**config.mk**
```make
export PLATFORM = sky130hd
export DESIGN_NAME = cic_comb_decimator
export DESIGN_NICKNAME = d
export VERILOG_FILES = /design/src/rtl/cic_comb_decimator.sv
export SDC_FILE = /design/constraint.sdc
export NUM_CORES = 1
export LEC_CHECK = 0
export ABC_AREA = 1
export BUFFER_PORTS_ARGS = -buffer_cell sky130_fd_sc_hd__buf_2
export CAP_MARGIN = 10
export CORE_ASPECT_RATIO = 2
export CORE_MARGIN = 2
export CORE_UTILIZATION = 45
export CTS_CLUSTER_DIAMETER = 100
export DETAILED_ROUTE_END_ITERATION = 8
export GPL_ROUTABILITY_DRIVEN = 0
export GPL_TIMING_DRIVEN = 0
export PLACE_DENSITY = 0.7
export SLEW_MARGIN = 20
export SYNTH_ARGS = -nofsm -noshare
export SYNTH_HDL_FRONTEND = slang
export SYNTH_HIERARCHICAL = 1
export SYNTH_SLANG_ARGS = --single-unit
```
**constraint.sdc**
```tcl
create_clock -name clk -period 3.2 [get_ports clk]
set_clock_uncertainty 0.15 [all_clocks]
set_input_delay 0.16 -clock clk [delete_from_list [all_inputs] [get_ports clk]]
set_output_delay 0.16 -clock clk [all_outputs]
set_load 0.01 [all_outputs]
```
**src/rtl/cic_comb_decimator.sv**
```systemverilog
// cic_comb_decimator: decimation and comb section of a CIC decimator.
//
// It takes the full-rate, wrapped output of the integrator cascade and keeps
// one sample every R enabled clocks. Each kept sample goes through STAGES
// pipelined comb stages with differential delay DIFF_DELAY, then through an
// output quantiser that either rounds and saturates or truncates. The output
// has a one-cycle valid strobe.
//
// Ports:
//   clk      system clock
//   rst_n    synchronous active-low reset
//   en       input qualifier; x is a valid sample when en=1
//   x        integrator output, two's complement, wraps mod 2^DATA_WIDTH
//   rate     decimation ratio R (0 behaves as 1), taken at frame boundaries
//   y        decimated, quantised output (holds between strobes)
//   y_valid  one-cycle strobe marking a new y (held low during warm-up)

// One comb stage: out = in - in delayed by M strobes. The delay line moves
// only on the stage strobe, so idle cycles never age the history.
module cic_comb_stage #(
  parameter int DW = 12,
  parameter int M  = 1
) (
  input  logic          clk,
  input  logic          rst_n,
  input  logic          v_i,
  input  logic [DW-1:0] d_i,
  output logic          v_o,
  output logic [DW-1:0] d_o
);
  logic          v_q;
  logic [DW-1:0] d_q;
  logic [DW-1:0] z_q [M];

  always_ff @(posedge clk) begin
    if (!rst_n) begin
      v_q <= 1'b0;
      d_q <= '0;
      for (int m = 0; m < M; m++) z_q[m] <= '0;
    end else begin
      v_q <= v_i;
      if (v_i) begin
        // Modular subtraction. Integrator wrap-around cancels out here.
        d_q    <= d_i - z_q[M-1];
        z_q[0] <= d_i;
        for (int m = 1; m < M; m++) z_q[m] <= z_q[m-1];
      end
    end
  end

  assign v_o = v_q;
  assign d_o = d_q;
endmodule

module cic_comb_decimator #(
  parameter int DATA_WIDTH = 12,
  parameter int OUT_WIDTH  = 12,
  parameter int STAGES     = 3,
  parameter int DIFF_DELAY = 1,
  parameter int RATE_WIDTH = 8,
  parameter int ROUND      = 1
) (
  input  logic                  clk,
  input  logic                  rst_n,
  input  logic                  en,
  input  logic [DATA_WIDTH-1:0] x,
  input  logic [RATE_WIDTH-1:0] rate,
  output logic [OUT_WIDTH-1:0]  y,
  output logic                  y_valid
);
  localparam int SH   = DATA_WIDTH - OUT_WIDTH;
  localparam int WARM = STAGES * DIFF_DELAY;
  localparam int WW   = $clog2(WARM + 1);

  logic [RATE_WIDTH-1:0] cnt_q, rate_q, rate_eff;
  logic                  cap;
  logic [DATA_WIDTH-1:0] d0_q;
  logic                  v0_q;

  // Element 0 is the decimated sample. Element i is the output of comb stage i.
  logic [DATA_WIDTH-1:0] d_w [STAGES+1];
  logic [STAGES:0]       v_w;

  logic [OUT_WIDTH-1:0]  q_w;
  logic [OUT_WIDTH-1:0]  y_q;
  logic                  y_valid_q;
  logic [WW-1:0]         warm_q;

  assign rate_eff = (rate == '0) ? RATE_WIDTH'(1) : rate;
  assign cap      = en && (cnt_q == rate_q - RATE_WIDTH'(1));

  // Decimator. rate is sampled only at capture edges, so a frame that is
  // already running always finishes at the ratio it started with.
  always_ff @(posedge clk) begin
    if (!rst_n) begin
      cnt_q  <= '0;
      rate_q <= rate_eff;
      d0_q   <= '0;
      v0_q   <= 1'b0;
    end else begin
      v0_q <= cap;
      if (cap) begin
        cnt_q  <= '0;
        rate_q <= rate_eff;
        d0_q   <= x;
      end else if (en) begin
        cnt_q  <= cnt_q + RATE_WIDTH'(1);
      end
    end
  end

  assign d_w[0] = d0_q;
  assign v_w[0] = v0_q;

  for (genvar i = 1; i <= STAGES; i++) begin : g_comb
    cic_comb_stage #(.DW(DATA_WIDTH), .M(DIFF_DELAY)) u_stage (
      .clk   (clk),
      .rst_n (rst_n),
      .v_i   (v_w[i-1]),
      .d_i   (d_w[i-1]),
      .v_o   (v_w[i]),
      .d_o   (d_w[i])
    );
  end

  // Output quantiser
  if (SH == 0) begin : g_pass
    assign q_w = d_w[STAGES];
  end else if (ROUND == 0) begin : g_trunc
    assign q_w = OUT_WIDTH'(d_w[STAGES] >> SH);
  end else begin : g_round
    localparam logic [DATA_WIDTH-1:0] HALF = DATA_WIDTH'(1) << (SH - 1);
    logic [DATA_WIDTH-1:0] sum;
    logic                  ovf;
    assign sum = d_w[STAGES] + HALF;
    // Adding +half can only overflow upward: a positive input turns negative.
    assign ovf = ~d_w[STAGES][DATA_WIDTH-1] & sum[DATA_WIDTH-1];
    assign q_w = ovf ? {1'b0, {(OUT_WIDTH-1){1'b1}}} : OUT_WIDTH'(sum >> SH);
  end

  // Output register. y follows every comb result, but the strobe stays low
  // until the delay lines hold real history (N*M outputs after reset).
  always_ff @(posedge clk) begin
    if (!rst_n) begin
      y_q       <= '0;
      y_valid_q <= 1'b0;
      warm_q    <= '0;
    end else begin
      y_valid_q <= v_w[STAGES] && (warm_q == WW'(WARM));
      if (v_w[STAGES]) begin
        y_q <= q_w;
        if (warm_q != WW'(WARM)) warm_q <= warm_q + WW'(1);
      end
    end
  end

  assign y       = y_q;
  assign y_valid = y_valid_q;
endmodule

```
# Yosys cells after proc, flatten, opt, wreduce, memory -nomap -nowiden
# Memories as Yosys holds them, arrays and structs flattened.
# Index checks and enable logic that the tools add are counted.
[word_totals]
ff_bits = 83
latch_bits = 0
ramBits = 36
romBits = 0
inputBits = 23
out_inout_bits = 13
elab_cells = 54
memories = 3
[classes]
n_addsub = 6
mul = 0
n_div = 0
order_cmp = 0
eq_ne = 4
n_shift = 0
muxes = 19
bitwise = 1
n_reduce_logical = 8
[memory_table]
columns = ["memory", "depth", "word_bits", "read_ports", "rd_clocked_by_memory_dff", "wr", "line_no", "rtl"]
rows = [
  ["g_comb[1].u_stage.z_q", 1, 12, 1, 0, 1, "33", "logic [DW-1:0] z_q [M];"],
  ["g_comb[2].u_stage.z_q", 1, 12, 1, 0, 1, "33", ""],
  ["g_comb[3].u_stage.z_q", 1, 12, 1, 0, 1, "33", ""],
]
[op_table]
columns = ["operator", "count"]
rows = [
  ["$mux 12", 3],
  ["$reduce_or 12->1", 3],
  ["$sub 12x12->12", 3],
  ["$mux 8", 3],
  ["$mux 1", 13],
  ["$add 8x1->8 const B", 1],
  ["$eq 8x8->1", 1],
  ["$logic_not 8->1", 1],
  ["$sub 8x1->8 const B", 1],
  ["$add 2x1->2 const B", 1],
  ["$eq 2x2->1 const B", 1],
  ["$logic_and 1x1->1", 2],
  ["$ne 2x1->1 const B", 1],
  ["$ne 2x2->1 const B", 1],
  ["$reduce_and 2->1", 1],
  ["$reduce_or 2->1", 1],
  ["$not 1->1", 1],
]

# Logic depth before layout (Yosys ltp)
# Gate-level depths: netlist of run 1.
[logic_depth]
depth_word = 5
mapped_depth = 14
depth_no_buf = 13

# Hierarchy
# Netlist of run 1, hierarchy kept.
[by_module_without_submodules]
columns = ["module", "instances", "cells_per_inst", "area_each_um2", "seq_area_each_um2"]
rows = [
  ["cic_comb_stage", 3, 218, 1536.5, 620.6],
  ["cic_comb_decimator", 1, 254, 2011.9, 960.9],
]

# Worst setup path before layout of run 1
# Ideal clock, no wire load.
[synth_timing]
path_kind = "reg2reg"
start = "register rate_q[0]"
end = "register rate_q[0] (enable)"
setup_ns = 0.328
arrival_time_ns = 1.482
required_time_ns = 2.722
setup_slack_ns = 1.240
path_stages_with_launch = 12
n_path_buf = 0
period_less_slack_ns = 1.960
path_cell_list = "edfxtp_1 inv_1 ha_1 nand2_1 nand3_1 nor2_1 nand2_1 inv_1 nand2_1 nor2_4 nand2_4 nand2_2"
[synth_between]
elab_chain_len = 4
[synth_lines]
columns = ["element", "line_no", "rtl"]
rows = [
  ["start, declared", "75", "logic [RATE_WIDTH-1:0] cnt_q, rate_q, rate_eff;"],
  ["start signal, assigned", "97", "rate_q <= rate_eff;"],
  ["start signal, assigned", "104", "rate_q <= rate_eff;"],
  ["$sub 8x1->8", "90", "assign cap = en && (cnt_q == rate_q - RATE_WIDTH'(1));"],
  ["$eq 8x8->1", "90", ""],
  ["$logic_and 1x1->1", "90", ""],
  ["$ne 2x1->1 (no source line)", "-", ""],
]
# No other way between the ends.
# A chain may end at the register's enable or synchronous reset.

# Final worst setup path of run 1
[layout_timing]
start = "register rate_q[0]"
end = "register rate_q[2] (enable)"
# The elaborated chain is that of the path after synthesis.

==> flow_summary_export.csv, run 1 <==
group,metric,value,unit
clock_network,cts_resized,0,
worst_setup_path,crit_path_frequent_cell,"nand2_1",
grt,grt_pass1_wl,24.2,mm
worst_setup_path,crit_required,3.12,ns
worst_setup_path,slowest_delay,0.38,ns
clock_network,cts.sinks,119,
worst_setup_path,crit_end,"rate_q[2]$_SDFFCE_PN0P_",
layout,num_antenna_cells,0,
timing,slew_viol_final,0,
pwr,p_leak,3.78,nW
grt,grt.overflow.total,0,
timing,max_freq,0.454,GHz
grt,antenna_found_initial,0,
logic_synthesis,syn_nets,970,
clock_network,clock_latency,0.41,ns
route,vias_per_cell,4.78,
layout,syn_to_final_growth,18.3,%
timing,slew_headroom,65.8,%
timing,finalSetupTns,0,ns
clock_network,cts.clk_slew.worst_paths,0.06,ns
timing,min_period_over_period,68.9,%
worst_setup_path,cp-start-kind,"register",
logic_synthesis,syn_area,6620,um^2
floorplanning,io_pins,36,
worst_setup_path,critPathLaunch,"rate_q[0]$_SDFFCE_PN1P_",
outcome,outcome,"complete, no violations",
route,dr.pass1.iters,4,
clock_network,cts_tree,"built",
route,dr_total_vias,5674,
clock_network,h-tree-depth,4,
logic_synthesis,ys_ff_latch,119,
logic_synthesis,synth.distinct_cells,31,
placement,dp.final_hpwl,11.3,mm
layout,fin_nets,1044,
clock_network,cts_setup_buffers,0,
grt,use_met3,2.92,%
worst_setup_path,crit_chain,"inv_1 -> ha_1 -> nand3_1 -> nand2_1 -> nand2_1 -> nand2_1 -> nand2_1 -> nor2_4 -> nand2_4 -> nand2_2",
timing,setup_viol,0,
pwr,ir_drop,0.387,mV
route,drt-initial-drc-count,219,
worst_setup_path,path_class,"register to register",
worst_setup_path,cp.arrival,2.13,ns
timing,rsz0062_at_grt,"no",
worst_setup_path,critPathCaptureType,"register",
worst_setup_path,worst-r2r-setup-slack,1.0,ns
route,wl,14.8,mm
logic_synthesis,synth_area_leaders,"dfxtp_1 (23%), edfxtp_1 (20%), nand2_1 (14%)",
placement,place_ws,0.996,ns
clock_network,clockBufferDepth,2,
route,drcViolationCount,0,
logic_synthesis,synth_top_area_share,22.7,%
timing,layout_setup_ws,0.996,ns
layout,fill_cells,1340,
logic_synthesis,synth-async-reset-ratio,0,%
floorplanning,die-area,15800,um^2
grt,grt_max_degree,17,
worst_setup_path,ff2ff_path_depth,10,
grt,grt.met2_usage,41.1,%
grt,grt.busiest_layer,"met2",
floorplanning,start_util,46.1,%
clock_network,ctsHoldBuffers,21,
timing,period_needed,2.20,ns
logic_synthesis,yosys.area.top_type,"dfxtp_1",
route,routedWlPerCell,12.5,um
timing,hold_viol,0,
grt,grt_use_met1,16.3,%
floorplanning,die_h,176,um
run,drv_cap,0,
clock_network,numCtsBuffers,17,
worst_setup_path,path_max_fanout,16,
placement,port_buffers,34,
logic_synthesis,ys_warn_count,6,
logic_synthesis,synth_edf_count,44,
logic_synthesis,synth_ff_type,"dfxtp_1",
grt,grt_usage,19.2,%
hold_path,hold_path_class,"input port to register",
worst_setup_path,worst_r2r_startpoint,"rate_q[0]$_SDFFCE_PN1P_",
logic_synthesis,yosysSeqAreaShare,42.6,%
logic_synthesis,synth_cells,908,
floorplanning,die_w,89.8,um
grt,grt_pass1_vias,5543,
floorplanning,rows,62,
logic_synthesis,postSynthAreaPerCell,7.29,um^2
clock_network,root_buffer,"clkbuf_16",
route,ant_nets,0,
floorplanning,core-area,14400,um^2
worst_setup_path,slowest_stage,"edfxtp_1",
pwr,powerDensity,473,nW/um^2
timing,tightest_slew,0.512,ns
worst_setup_path,rr_endpoint,"rate_q[2]$_SDFFCE_PN0P_",
layout,drive_above_1_share,11.7,%
-- worst min path at each step --
stage	cells after the start	from	endpoint
floorplan	2	x[10]	d0_q[10]$_SDFFE_PN0P_
global placement	3	x[8]	d0_q[8]$_SDFFE_PN0P_
detailed placement	3	x[2]	d0_q[2]$_SDFFE_PN0P_
CTS	5	rst_n	g_comb[2].u_stage/d_o[1]$_SDFFE_PN0P_
global route	5	rst_n	g_comb[2].u_stage/d_o[4]$_SDFFE_PN0P_
finish	5	rst_n	g_comb[2].u_stage/d_o[4]$_SDFFE_PN0P_
-- cell type report --
cell class              count  area (um^2)  area share [%]
repair buffers             55          380            4.86
flip-flops and latches    119         2820            36.0
inverters                 164          616            7.86
well taps                 192          240            3.07
clock buffers              20          478            6.10
multi-input cells         601         3070            39.2
plain buffers              24          113            1.44
clock inverters            12          110            1.41
-- per-stage QoR --
step / power (W) / instances / hold slack, ns / area (um^2) / util [%]
final: 0.00370 / 1187 / 0.0746 / 7830 / 54.6
after global routing: 0.00383 / 1187 / 0.0978 / 7830 / 54.6
after floorplan: 0.00178 / 908 / 0.170 / 6620 / -
after detailed placement: 0.00184 / 1134 / 0.262 / 7030 / 49.0
after CTS: 0.00373 / 1187 / 0.0595 / 7830 / 54.6
after global placement: 0.00184 / 1134 / 0.258 / 7030 / 49.0
-- cell usage after synthesis, types with 5 or more instances --
cell type and n:
nand3_2 15, dfxtp_1 75, ha_1 36, o21ai_1 12
xor2_1 9, nand2_2 13, buf_2 5, nor2_2 8
edfxtp_1 44, inv_1 159, nand3_1 44, nand2_1 248
and2_1 6, o21ai_0 34, nand4_1 21, clkbuf_1 15
nor2_1 120, a21oi_1 20
-- worst max-delay path, delay by kind of cell (launching register included) --
family | cells | cell delay (ns)
buffers and inverters | 1 | 0.12
adders and majority gates | 1 | 0.23
DFF | 1 | 0.38
and+or+nand+nor | 8 | 0.98
-- cell families (layout without fill, tap and decap cells) --
kind of cell    Yosys count  after routing  synth area share (%)
flops                   119            119                  42.6
buf+inv                 188            275                  11.0
fa+ha+maj                39             39                  7.71
compound gates           67             67                  5.10
xor+xnor                 13             13                  1.72
simple gates            482            482                  31.8
-- routing by layer --
metal / vias to the layer above / share of wire [%]
li1: 2976 / -
met2: 93 / 60
met1: 2573 / 35
met5: - / 0
met4: 0 / 3.4
met3: 32 / 1.6
-- report_power, final --
part,leakage (nW),internal [W],total [W],switching (W)
clock,0.294,0.00116,0.00187,0.000702
combinational,2.43,0.0000851,0.000228,0.000143
sequential,1.05,0.00159,0.00161,0.0000135
total,3.78,0.00284,0.00370,0.000858
-- flip-flops by register name, summed over array words and instances (netlist names) --
| name | count |
|---|---|
| v0_q | 1 |
| cnt_q | 8 |
| y | 12 |
| g_comb.u_stage/v_o | 3 |
| warm_q | 2 |
| rate_q | 8 |
| y_valid | 1 |
| d0_q | 12 |
| g_comb.u_stage/d_o | 36 |
| g_comb.u_stage/z_q | 36 |
-- layout by cell type (no fill, tap or decap), drive strengths merged, types with 36 or more instances in the layout --
cell / n
buf: 42
clkbuf: 36
dfxtp: 75
edfxtp: 44
ha: 36
inv: 168
nand2: 262
nand3: 59
nor2: 130
o21ai: 46
(Power assumes the default switching activity.)
==> inputs of run 2 (changes only) <==
PLACE_DENSITY = 0.72   (was 0.7)
clock period = 2 ns   (was 3.2 ns; I/O delays follow)
==> run 2 against run 1 <==
The run now ends with setup timing left. Register-to-register slack lost 1.0 ns. Count of clock-buffer cells in the layout grew 6. Worst hold slack gained 0.23 ns. Utilization grew 1.4 points. Wire length grew 4.1%. Combinational power grew 79%. Via count grew 1.5%. Non-clock buffer count grew 10.
==> flow_summary_export.csv, run 2 (synthesized netlist as in run 1, its figures left out) <==
group,metric,value,unit
pwr,p_sw_share,22.8,%
route,drt-initial-drc-count,197,
floorplanning,die_w,89.8,um
floorplanning,rows,62,
route,vias_per_cell,4.81,
worst_setup_path,critPathCaptureType,"register",
timing,period_needed,2.02,ns
route,wl_met2,9.35,mm
worst_setup_path,crit_required,1.98,ns
timing,slew_viol_final,0,
hold_path,hold_path_class,"register to register",
pwr,clockPowerShare,49.2,%
worst_setup_path,critPathLaunch,"rate_q[0]$_SDFFCE_PN1P_",
route,ant_nets,0,
layout,mostFrequentLayoutCell,"nand2_1",
clock_network,clockBufferDepth,2,
pwr,p_switching,0.00134,W
timing,tightest_slew,0.851,ns
clock_network,root_buffer,"clkbuf_16",
layout,syn_to_final_growth,21.3,%
outcome,outcome,"finished with violations",
placement,port_buffers,34,
pwr,share_seq_of_total_power,43.8,%
worst_setup_path,cp.arrival,2.00,ns
worst_setup_path,slowest_stage,"edfxtp_1",
route,drt-met1-wl,5.22,mm
worst_setup_path,cp-start-kind,"register",
route,drcViolationCount,0,
floorplanning,die-area,15800,um^2
pwr,p_total,0.00587,W
pwr,p_leak,3.84,nW
outcome,violations,"setup timing",
worst_setup_path,crit_chain,"inv_2 -> ha_4 -> inv_2 -> nand2_1 -> nand3_1 -> nor2_1 -> nand2_1 -> inv_1 -> nand2_2 -> nor2_4 -> nand2_4 -> nand2_8",
timing,finalSetupTns,-0.0986,ns
pwr,internal-power,0.00454,W
worst_setup_path,slowest_delay,0.37,ns
layout,num_antenna_cells,0,
route,top_layer,"met4",
timing,rsz0062_at_grt,"yes",
route,wl_met3,334,um
worst_setup_path,path_class,"register to register",
worst_setup_path,rr_endpoint,"rate_q[1]$_SDFFCE_PN0P_",
route,dr.pass1.iters,4,
worst_setup_path,worst-r2r-setup-slack,-0.02,ns
placement,dp.final_hpwl,11.2,mm
grt,grt.overflow.total,0,
layout,fin_nets,1055,
floorplanning,io_pins,36,
clock_network,h-tree-depth,4,
grt,antenna_found_initial,0,
worst_setup_path,ff2ff_path_depth,12,
timing,slew_headroom,43.3,%
worst_setup_path,crit_end,"rate_q[1]$_SDFFCE_PN0P_",
floorplanning,die_h,176,um
floorplanning,core-area,14400,um^2
layout,layout_common_cells,"nand2_1 (243), inv_1 (153), nor2_1 (115)",
floorplanning,start_util,46.1,%
pwr,p_comb_share,7.0,%
timing,min_period_over_period,101,%
grt,grt_max_degree,17,
clock_network,numCtsBuffers,17,
clock_network,cts.sinks,119,
timing,layout_setup_ws,-0.0220,ns
pwr,ir_drop,0.949,mV
grt,grt_usage,20.3,%
route,wl,15.4,mm
layout,fill_cells,1305,
route,dr_total_vias,5761,
timing,hold_viol,0,
clock_network,cts.clk_slew.worst_paths,0.06,ns
pwr,powerDensity,732,nW/um^2
layout,drive_above_1_share,14.5,%
grt,grt_pass1_wl,25.5,mm
worst_setup_path,path_max_fanout,6,
route,routedWlPerCell,12.9,um
grt,grt_pass1_vias,5880,
clock_network,clock_latency,0.42,ns
clock_network,cts_tree,"built",
worst_setup_path,worst_r2r_startpoint,"rate_q[0]$_SDFFCE_PN1P_",
timing,setup_viol,9,
run,drv_cap,0,
timing,max_freq,0.495,GHz
==> run 2: power by group through the flow <==
stage | Clock (W) | Combinational (W) | Sequential [W]
final | 0.00289 | 0.000409 | 0.00257
after global routing | 0.00303 | 0.000450 | 0.00258
after global placement | 0 | 0.000321 | 0.00262
after CTS | 0.00294 | 0.000383 | 0.00257
after detailed placement | 0 | 0.000326 | 0.00262
after floorplan | 0 | 0.000235 | 0.00262
==> run 2: worst max-delay path, delay by kind of cell, from the launching register on <==
kind,cells,cell delay [ns]
buffers and inverters,3,0.15
flip-flops,1,0.37
AND/OR/NAND/NOR,8,0.79
adder cells (fa/ha/maj),1,0.27
==> run 2: layer usage <==
layer	track usage, %	vias to the layer above
met5	0	-
met4	10.6	0
met3	3.78	36
met2	43.4	89
met1	16.7	2646
li1	-	2990
==> run 2: stage by stage <==
stage	area, um^2	setup WS [ns]	cells	hold WS, ns	util, %
4_1_cts	7930	0.0188	1195	0.291	55.3
3_3_place_gp	7030	-0.192	1134	0.195	49.0
5_1_grt	8030	-0.130	1198	0.333	56.0
3_5_place_dp	7030	-0.211	1134	0.206	49.0
2_1_floorplan	6620	0.0404	908	0.110	-
6_report	8030	-0.0220	1198	0.306	56.0
==> run 2: how the worst min path moves through the flow <==
| stage | start | to | cells after the start |
|---|---|---|---|
| 2_1_floorplan | x[10] | d0_q[10]$_SDFFE_PN0P_ | 2 |
| 3_5_place_dp | x[1] | d0_q[1]$_SDFFE_PN0P_ | 3 |
| 4_1_cts | x[11] | d0_q[11]$_SDFFE_PN0P_ | 4 |
| 5_1_grt | x[1] | d0_q[1]$_SDFFE_PN0P_ | 4 |
| 6_report | g_comb[1].u_stage/d_o[0]$_SDFFE_PN0P_ | g_comb[1].u_stage/d_o[0]$_SDFFE_PN0P_ | 2 |
| 3_3_place_gp | x[2] | d0_q[2]$_SDFFE_PN0P_ | 3 |
==> run 2: what timing repair did <==
action / in CTS / in global routing
hold buffers: 23 / 0
gates cloned: 1 / 0
buffers inserted: 5 / 3
endpoints found under the setup margin: 19 / 35
pin swaps: 3 / 7
resized for setup: 9 / 25
endpoints found under the hold margin: 28 / 0
==> run 2: layout make-up <==
class | instances | area (um^2) | share of cell area [%]
multi-input cells | 602 | 3180 | 39.6
clock inverters | 6 | 37.5 | 0.467
inverters | 164 | 616 | 7.67
flip-flops and latches | 119 | 2820 | 35.2
well taps | 192 | 240 | 2.99
repair buffers | 65 | 484 | 6.03
clock buffers | 26 | 532 | 6.62
plain buffers | 24 | 121 | 1.51
